## src/rtl/conv_window_ctrl.sv

```systemverilog
// conv_window_ctrl
//   Sequencer for the convolution window buffer. On start it walks the output
//   feature map in raster order. For each output pixel it loads the window
//   (LOAD), steps buf_l/buf_c across the kernel while accumulating
//   img_cal*wei_cal (MAC), and presents the dot product on a valid/ready port
//   (OUT). After the last handshake it pulses done (DONE) and returns to IDLE.
//
// Ports
//   clk_en        sole clock, rising edge
//   rst           asynchronous active-high reset
//   start         begin one feature map (sampled only in IDLE)
//   busy          high in every state except IDLE
//   done          one-cycle pulse after the final result handshake
//   conv_on       window buffer load enable (LOAD and MAC)
//   anchor_l/c    window top-left in padded coordinates (out index * stride)
//   buf_l/c       kernel row/column selected in the buffer
//   img_cal       selected image element (valid from the first MAC cycle)
//   wei_cal       selected weight element
//   result        window sum of products
//   result_valid  result available; result_ready accepts it
//   result_l/c    output row/column index of result
module conv_window_ctrl #(
  parameter int weight_width  = 2,
  parameter int weight_height = 2,
  parameter int img_width     = 4,
  parameter int img_height    = 4,
  parameter int padding       = 0,
  parameter int stride        = 1,
  parameter int bitwidth      = 3,
  parameter int result_width  = (img_width - weight_width + 2*padding)/stride + 1,
  parameter int result_height = (img_height - weight_height + 2*padding)/stride + 1,
  parameter int acc_width     = 2*bitwidth + $clog2(weight_width*weight_height)
) (
  input  logic                 clk_en,
  input  logic                 rst,
  input  logic                 start,
  output logic                 busy,
  output logic                 done,
  output logic                 conv_on,
  output logic [31:0]          anchor_l,
  output logic [31:0]          anchor_c,
  output logic [3:0]           buf_l,
  output logic [3:0]           buf_c,
  input  logic [bitwidth-1:0]  img_cal,
  input  logic [bitwidth-1:0]  wei_cal,
  output logic [acc_width-1:0] result,
  output logic                 result_valid,
  input  logic                 result_ready,
  output logic [15:0]          result_l,
  output logic [15:0]          result_c
);

  localparam int          PROD_W   = 2*bitwidth;
  localparam logic [3:0]  KC_LAST  = 4'(weight_width - 1);
  localparam logic [3:0]  KL_LAST  = 4'(weight_height - 1);
  localparam logic [15:0] COL_LAST = 16'(result_width - 1);
  localparam logic [15:0] ROW_LAST = 16'(result_height - 1);
  localparam logic [31:0] STRIDE_W = 32'(stride);

  typedef enum logic [2:0] {
    S_IDLE,
    S_LOAD,
    S_MAC,
    S_OUT,
    S_DONE
  } state_t;

  state_t                 state_q, state_d;
  logic [15:0]            row_q, row_d;
  logic [15:0]            col_q, col_d;
  logic [3:0]             bl_q, bl_d;
  logic [3:0]             bc_q, bc_d;
  logic [acc_width-1:0]   acc_q, acc_d;
  logic [acc_width-1:0]   res_q, res_d;
  logic                   rv_q, rv_d;
  logic [15:0]            rl_q, rl_d;
  logic [15:0]            rc_q, rc_d;
  logic                   busy_q, busy_d;
  logic                   done_q, done_d;
  logic                   conv_q, conv_d;
  logic [31:0]            al_q, al_d;
  logic [31:0]            ac_q, ac_d;

  logic [PROD_W-1:0]      prod;
  logic [acc_width-1:0]   acc_sum;

  always_comb begin
    prod    = PROD_W'(img_cal) * PROD_W'(wei_cal);
    acc_sum = acc_q + acc_width'(prod);

    state_d = state_q;
    row_d   = row_q;
    col_d   = col_q;
    bl_d    = bl_q;
    bc_d    = bc_q;
    acc_d   = acc_q;
    res_d   = res_q;
    rv_d    = rv_q;
    rl_d    = rl_q;
    rc_d    = rc_q;
    al_d    = al_q;
    ac_d    = ac_q;

    case (state_q)
      S_IDLE: begin
        if (start) begin
          state_d = S_LOAD;
          row_d   = '0;
          col_d   = '0;
        end
      end
      S_LOAD: begin
        state_d = S_MAC;
        acc_d   = '0;
        bl_d    = '0;
        bc_d    = '0;
      end
      S_MAC: begin
        acc_d = acc_sum;
        if (bc_q == KC_LAST) begin
          bc_d = '0;
          if (bl_q == KL_LAST) begin
            // Last kernel element: the finished sum goes straight into the
            // output register so result is stable for the whole OUT phase.
            state_d = S_OUT;
            bl_d    = '0;
            res_d   = acc_sum;
            rv_d    = 1'b1;
            rl_d    = row_q;
            rc_d    = col_q;
          end else begin
            bl_d = bl_q + 4'd1;
          end
        end else begin
          bc_d = bc_q + 4'd1;
        end
      end
      S_OUT: begin
        if (result_ready) begin
          rv_d = 1'b0;
          if (col_q == COL_LAST) begin
            col_d = '0;
            if (row_q == ROW_LAST) begin
              state_d = S_DONE;
            end else begin
              row_d   = row_q + 16'd1;
              state_d = S_LOAD;
            end
          end else begin
            col_d   = col_q + 16'd1;
            state_d = S_LOAD;
          end
        end
      end
      S_DONE: begin
        state_d = S_IDLE;
      end
      default: begin
        state_d = S_IDLE;
      end
    endcase

    // Outputs are registered, so they are derived from the next state and
    // next counters; the anchor only moves when a new window is loaded.
    conv_d = (state_d == S_LOAD) || (state_d == S_MAC);
    busy_d = (state_d != S_IDLE);
    done_d = (state_d == S_DONE);
    if (state_d == S_LOAD) begin
      al_d = 32'(row_d) * STRIDE_W;
      ac_d = 32'(col_d) * STRIDE_W;
    end
  end

  always_ff @(posedge clk_en or posedge rst) begin
    if (rst) begin
      state_q <= S_IDLE;
      row_q   <= '0;
      col_q   <= '0;
      bl_q    <= '0;
      bc_q    <= '0;
      acc_q   <= '0;
      res_q   <= '0;
      rv_q    <= 1'b0;
      rl_q    <= '0;
      rc_q    <= '0;
      busy_q  <= 1'b0;
      done_q  <= 1'b0;
      conv_q  <= 1'b0;
      al_q    <= '0;
      ac_q    <= '0;
    end else begin
      state_q <= state_d;
      row_q   <= row_d;
      col_q   <= col_d;
      bl_q    <= bl_d;
      bc_q    <= bc_d;
      acc_q   <= acc_d;
      res_q   <= res_d;
      rv_q    <= rv_d;
      rl_q    <= rl_d;
      rc_q    <= rc_d;
      busy_q  <= busy_d;
      done_q  <= done_d;
      conv_q  <= conv_d;
      al_q    <= al_d;
      ac_q    <= ac_d;
    end
  end

  assign busy         = busy_q;
  assign done         = done_q;
  assign conv_on      = conv_q;
  assign anchor_l     = al_q;
  assign anchor_c     = ac_q;
  assign buf_l        = bl_q;
  assign buf_c        = bc_q;
  assign result       = res_q;
  assign result_valid = rv_q;
  assign result_l     = rl_q;
  assign result_c     = rc_q;

endmodule

```

## config.mk

```make
export PLATFORM = sky130hd
export DESIGN_NAME = conv_window_ctrl
export DESIGN_NICKNAME = d
export VERILOG_FILES = /design/src/rtl/conv_window_ctrl.sv
export SDC_FILE = /design/constraint.sdc
export NUM_CORES = 1
export LEC_CHECK = 0
export CAP_MARGIN = 20
export CORE_UTILIZATION = 49
export DETAILED_ROUTE_END_ITERATION = 6
export GPL_ROUTABILITY_DRIVEN = 0
export PLACE_DENSITY_LB_ADDON = 0.15
export SETUP_SLACK_MARGIN = 0.1
export SYNTH_ARGS = -nofsm -noshare
export SYNTH_HDL_FRONTEND = slang
export SYNTH_SLANG_ARGS = --single-unit
export TNS_END_PERCENT = 100
```

## constraint.sdc

```tcl
create_clock -name clk_en -period 4.75 [get_ports clk_en]
set_input_delay 0.95 -clock clk_en [delete_from_list [all_inputs] [get_ports clk_en]]
set_output_delay 0.95 -clock clk_en [all_outputs]
set_load 0.05 [all_outputs]
```

==> After elaboration in Yosys (flattened, before gate mapping) <==
Index checks and enable logic that the tools add are counted.
{ "op_classes": {"n_addsub": 5, "mul": 1, "n_eq_ne": 13, "mux": 26, "n_reduce_logical": 8} }
{ "op_table": {"columns": ["cell", "count"], "rows": [
  ["2-to-1 mux 16 bit", 7],
  ["case mux 16 bit (2 select lines)", 2],
  ["adder 16 x 1 -> 16 bit, second input constant", 2],
  ["== test 16 x 2 -> 1 bit, second input constant", 2],
  ["2-to-1 mux 3 bit", 6],
  ["case mux 4 bit (2 select lines)", 2],
  ["case mux 8 bit (2 select lines)", 1],
  ["2-to-1 mux 4 bit", 3],
  ["case mux 3 bit (4 select lines)", 1],
  ["== test 3 x 2 -> 1 bit, second input constant", 3],
  ["adder 4 x 1 -> 4 bit, second input constant", 2],
  ["adder 8 x 6 -> 8 bit", 1],
  ["== test 4 x 1 -> 1 bit, second input constant", 2],
  ["== test 3 x 1 -> 1 bit, second input constant", 2],
  ["multiplier 3 x 3 -> 6 bit", 1],
  ["inequality test 2 bit, second input constant", 3],
  ["AND reduction 4 bit", 1],
  ["nonzero test 2 bit", 2],
  ["== test 3 bit, second input constant", 1],
  ["logical NOT 3 bit", 1],
  ["2-to-1 mux 1 bit", 3],
  ["AND reduction 3 bit", 1],
  ["nonzero test 3 bit", 1],
  ["case mux 1 bit (2 select lines)", 1],
  ["2 further kinds", 2]
]} }
{ "word_totals": {"reg_bits": 127, "output_inout_bits": 116, "word_cells": 68} }

==> Logic depth before layout (Yosys ltp) <==
{ "logic_depth": {"depth_word": 7, "mapped_depth": 11, "depth_no_buf": 11} }

==> Worst setup path after synthesis <==
Ideal clock, no wire load.
{ "synth_path": {"path_type": "input -> register", "start": "in img_cal[0]", "end": "reg acc_q[5]", "setup_time_ns": 0.121, "t_arrival_ns": 3.269, "path_slack_ns": 1.360, "path_stages": 10, "path_buffers": 0, "path_cell_list": "nand2_1 -> fa_1 -> fa_1 -> inv_1 -> fa_1 -> a21o_1 -> a21oi_1 -> xnor2_1 -> o31ai_1 -> a22o_1"} }
{ "synth_via": {"elab_chain_cells": 3} }
{ "synth_lines": {"columns": ["element", "line_no", "source"], "rows": [
  ["start: declaration", "44", "input logic [bitwidth-1:0] img_cal,"],
  ["multiplier 3 x 3 -> 6 bit", "88", "prod = PROD_W'(img_cal) * PROD_W'(wei_cal);"],
  ["adder 8 x 6 -> 8 bit", "89", "acc_sum = acc_q + acc_width'(prod);"],
  ["case mux 8 bit (2 select lines)", "104", "case (state_q)"],
  ["end signal: assignment", "181", "acc_q <= '0;"],
  ["end signal: assignment", "197", "acc_q <= acc_d;"],
  ["end: declaration", "73", "logic [acc_width-1:0] acc_q, acc_d;"]
]} }
Every way passes these cells.
A chain may end at the register's enable or synchronous reset.

==> Worst setup path in the final report <==
Ends and elaborated chain as after synthesis.

==> summary.txt <==
CTS
  – Worst skew pair latency: 0.42 ns
  – Root buf cell: clkbuf_16
  – Reg clk slew, reported paths: 0.05 ns
  – CTS tree: done
  – Post-CTS setup buffer count: 0
  – H-tree Lvls: 4
  – Clock buffer count from CTS: 17
  – Hold-fix buffers, CTS: 0
  – Bufs on Longest Clock Path: 2
  – Cts repair resizes: 0
  – Clock Sinks: 127

Final layout
  – Layout area overhead: 22.8%
  – ANT cells: 0
  – Share of layout cells above drive strength 1: 0.0677
  – Final #Nets: 760

Drt
  – Remaining DRCs: 0
  – Drt total wl: 14600 µm
  – Initial DRC count: 382
  – Wire per inst: 16.0 µm
  – Post-route ant nets: 0
  – Routed vias/inst: 5.42
  – First drt pass iteration count: 5
  – Via count: 4941

Timing
  – Worst slew margin: 0.459
  – Measured slew at the worst slew-check pin: 0.812 ns
  – Crit share post-route: 0.769
  – Final min period: 3.65 ns
  – RSZ-0062 raised after global routing: no
  – Final setup viols: 0
  – Hold Vio Cnt, Final: 0
  – Max-slew violations: 0
  – Fmax: 274 MHz
  – Clock Skews: 0.00949 ns
  – Setup TNS: 0 ns
  – Worst hold slack: 0.467 ns

Yosys
  – Post-synth top flop: dfrtp_1
  – Register area share after synthesis: 0.491
  – Yosys warns: 0
  – Cell Area, Synth: 6480 µm²
  – Synth Instances: 648
  – Yosys cell types: 62
  – Synth Area per Inst: 10.0 µm²
  – Synthesis-stage register bit count: 127
  – Number of synthesized flops with an enable pin: 0
  – Asr flop ratio synth: 1.00

Setup path
  – Startpoint type of the worst setup path: primary input
  – Crit path kind: in2reg
  – Delay-heaviest family, CP: adder cells
  – Crit path largest cell delay: 0.52 ns
  – CP Max Fanout: 3
  – Worst EP required: 5.05 ns
  – Endpoint class of the critical path: register
  – Worst Path Arrival: 3.95 ns
  – Slowest-stage cell, CP: fa_1
  – CP most frequent cell: fa_1
  – Reg-to-reg setup timing slack: 1.81 ns
  – R2R depth: 7
  – Buffers and inverters on the worst path: 2
  – Worst r2r src: state_q[0]
  – Reg-to-Reg End: anchor_l[10]
  – CP Cell Sequence: clkdlybuf4s50_1, nand2_1, fa_1, fa_1, inv_1, fa_1, a21o_1, a21oi_1, xnor2_1, o31ai_1, a22o_1

Min path
  – Hold_sp: result_l[11]
  – Hold path cells: 2
  – Hold EP: result_l[11]
  – Hold Path Class: reg2reg

Pwr
  – P_sw: 0.00167 W
  – Sequential share of power: 0.347
  – Combinational cell fraction of total power: 0.371
  – Maximum vdd ir drop: 293 µV
  – Power Density: 530 nW/µm²
  – Int Power: 0.00254 W
  – Sw Share: 0.397
  – Clock share of power: 0.282
  – Pleak: 3.92 nW
  – Pwr Total: 0.00422 W

Floorplan
  – Die Ht: 117 µm
  – Area of the die: 13700 µm²
  – Core area: 12800 µm²
  – Initial core utilization: 0.507
  – Row count: 41
  – Die W: 117 µm
  – Top-Level Pins: 126

Global route
  – Initial antenna violation count: 0
  – Number of global-route vias before repair: 4714
  – GRT overflow: 0
  – Total GRT Usage: 0.232
  – Largest net degree at the start of global routing: 81
  – Global-route wire length before repair: 24000 µm

Placement
  – I/O Buffers: 93
  – HPWL after DPL: 9970 µm

Outcome
  – Outcome: finished, final reports clean

Job
  – Max Cap Viol: 0
-- flip-flops by register name (all words and copies together), names as in the netlist --
| register | count |
|---|---|
| acc_q | 8 |
| anchor_c | 16 |
| anchor_l | 16 |
| buf_c | 4 |
| buf_l | 4 |
| busy | 1 |
| col_q | 16 |
| conv_on | 1 |
| done | 1 |
| result | 8 |
| result_c | 16 |
| result_l | 16 |
| result_valid | 1 |
| row_q | 16 |
| state_q | 3 |
-- metrics by stage --
stage	instances	worst slack, ns	cell area [µm²]	util
after floorplan	679	0.416	6590	-
after global placement	880	0.722	7390	0.578
after detailed placement	880	0.668	7390	0.578
after CTS	910	1.11	7930	0.621
after global routing	911	0.980	7960	0.623
final	911	1.10	7960	0.623
-- cells in the mapped netlist (6+ instances only) --
library cell | number | area, µm²
nand3_1 | 17 | 85.1
dfrtp_1 | 127 | 3180
nand2b_1 | 13 | 81.3
nor2_1 | 11 | 41.3
nor3_1 | 9 | 45.0
nand2_1 | 143 | 537
a21o_1 | 11 | 82.6
a21oi_1 | 7 | 35.0
nand4_1 | 16 | 100
and2_1 | 6 | 37.5
inv_1 | 23 | 86.3
buf_4 | 34 | 255
mux2_1 | 26 | 293
clkbuf_1 | 26 | 97.6
ha_1 | 17 | 213
mux2i_1 | 17 | 170
buf_2 | 6 | 30.0
o21ai_0 | 29 | 145
a22o_1 | 6 | 52.6
and3_1 | 9 | 56.3
nor4_1 | 7 | 43.8
-- kinds of logic after synthesis --
family / after synthesis / synth area share
AOI/OAI and AO/OA: 90 / 0.0962
and+or+nand+nor: 261 / 0.198
xor gates and xnor gates: 7 / 0.00947
buffers and inverters: 93 / 0.0782
muxes: 47 / 0.0790
other: 1 / 0.000579
DFF: 127 / 0.491
adders and majority gates: 22 / 0.0483
-- placed cells by master, fill, tap and decap left out, types with 6 or more instances in the layout --
master / instances
nand4_1: 16
dfrtp_1: 127
mux2_1: 26
a21oi_1: 7
o21ai_0: 29
conb_1: 32
nand2_1: 143
clkbuf_16: 17
nand2b_1: 13
clkdlybuf4s50_1: 93
and3_1: 9
nand3_1: 16
nor3_1: 9
a21o_1: 11
a22o_1: 6
and2_1: 6
mux2i_1: 17
nor2_1: 10
ha_1: 17
inv_1: 22
nor4_1: 7
-- metal layers --
layer  GRT usage  part of all wire  vias up
li1            -                 -     2345
met1       0.327              0.48     2397
met2       0.355              0.46      177
met3      0.0453             0.049       22
met4      0.0895             0.018        0
met5           0                 0        -
-- power groups by stage --
stage	combinational (W)	clock [W]	sequential, W
3_5_place_dp	0.00156	0	0.00148
5_1_grt	0.00170	0.00126	0.00149
3_3_place_gp	0.00152	0	0.00146
4_1_cts	0.00157	0.00121	0.00146
6_report	0.00157	0.00119	0.00146
2_1_floorplan	0.000844	0	0.00177
-- cell type report --
cell class                      instances  area [µm²]
Clock buffer                           23         478
Timing Repair Buffer                  100        1020
Inverter                               23        88.8
Fill cell                            1070        4820
Multi-Input combinational cell        459        2920
Tap cell                              172         215
Clock inverter                          7        62.6
Sequential cell                       127        3180
-- how the worst max path moves through the flow --
stage / startpoint / endpoint / slack [ns] / depth (start not counted)
2_1_floorplan: rst / acc_q[0] / 0.42 / 1
3_3_place_gp: wei_cal[2] / acc_q[5] / 0.72 / 11
3_5_place_dp: img_cal[0] / acc_q[5] / 0.67 / 11
4_1_cts: img_cal[0] / acc_q[5] / 1.11 / 11
5_1_grt: wei_cal[2] / acc_q[5] / 0.98 / 11
6_report: img_cal[0] / acc_q[5] / 1.10 / 11
-- worst min-delay path, delay by kind of cell (launching register included) --
family | cells | cell delay (ns)
simple gates | 2 | 0.10
flops | 1 | 0.33
Power figures use the tool's default switching activity.
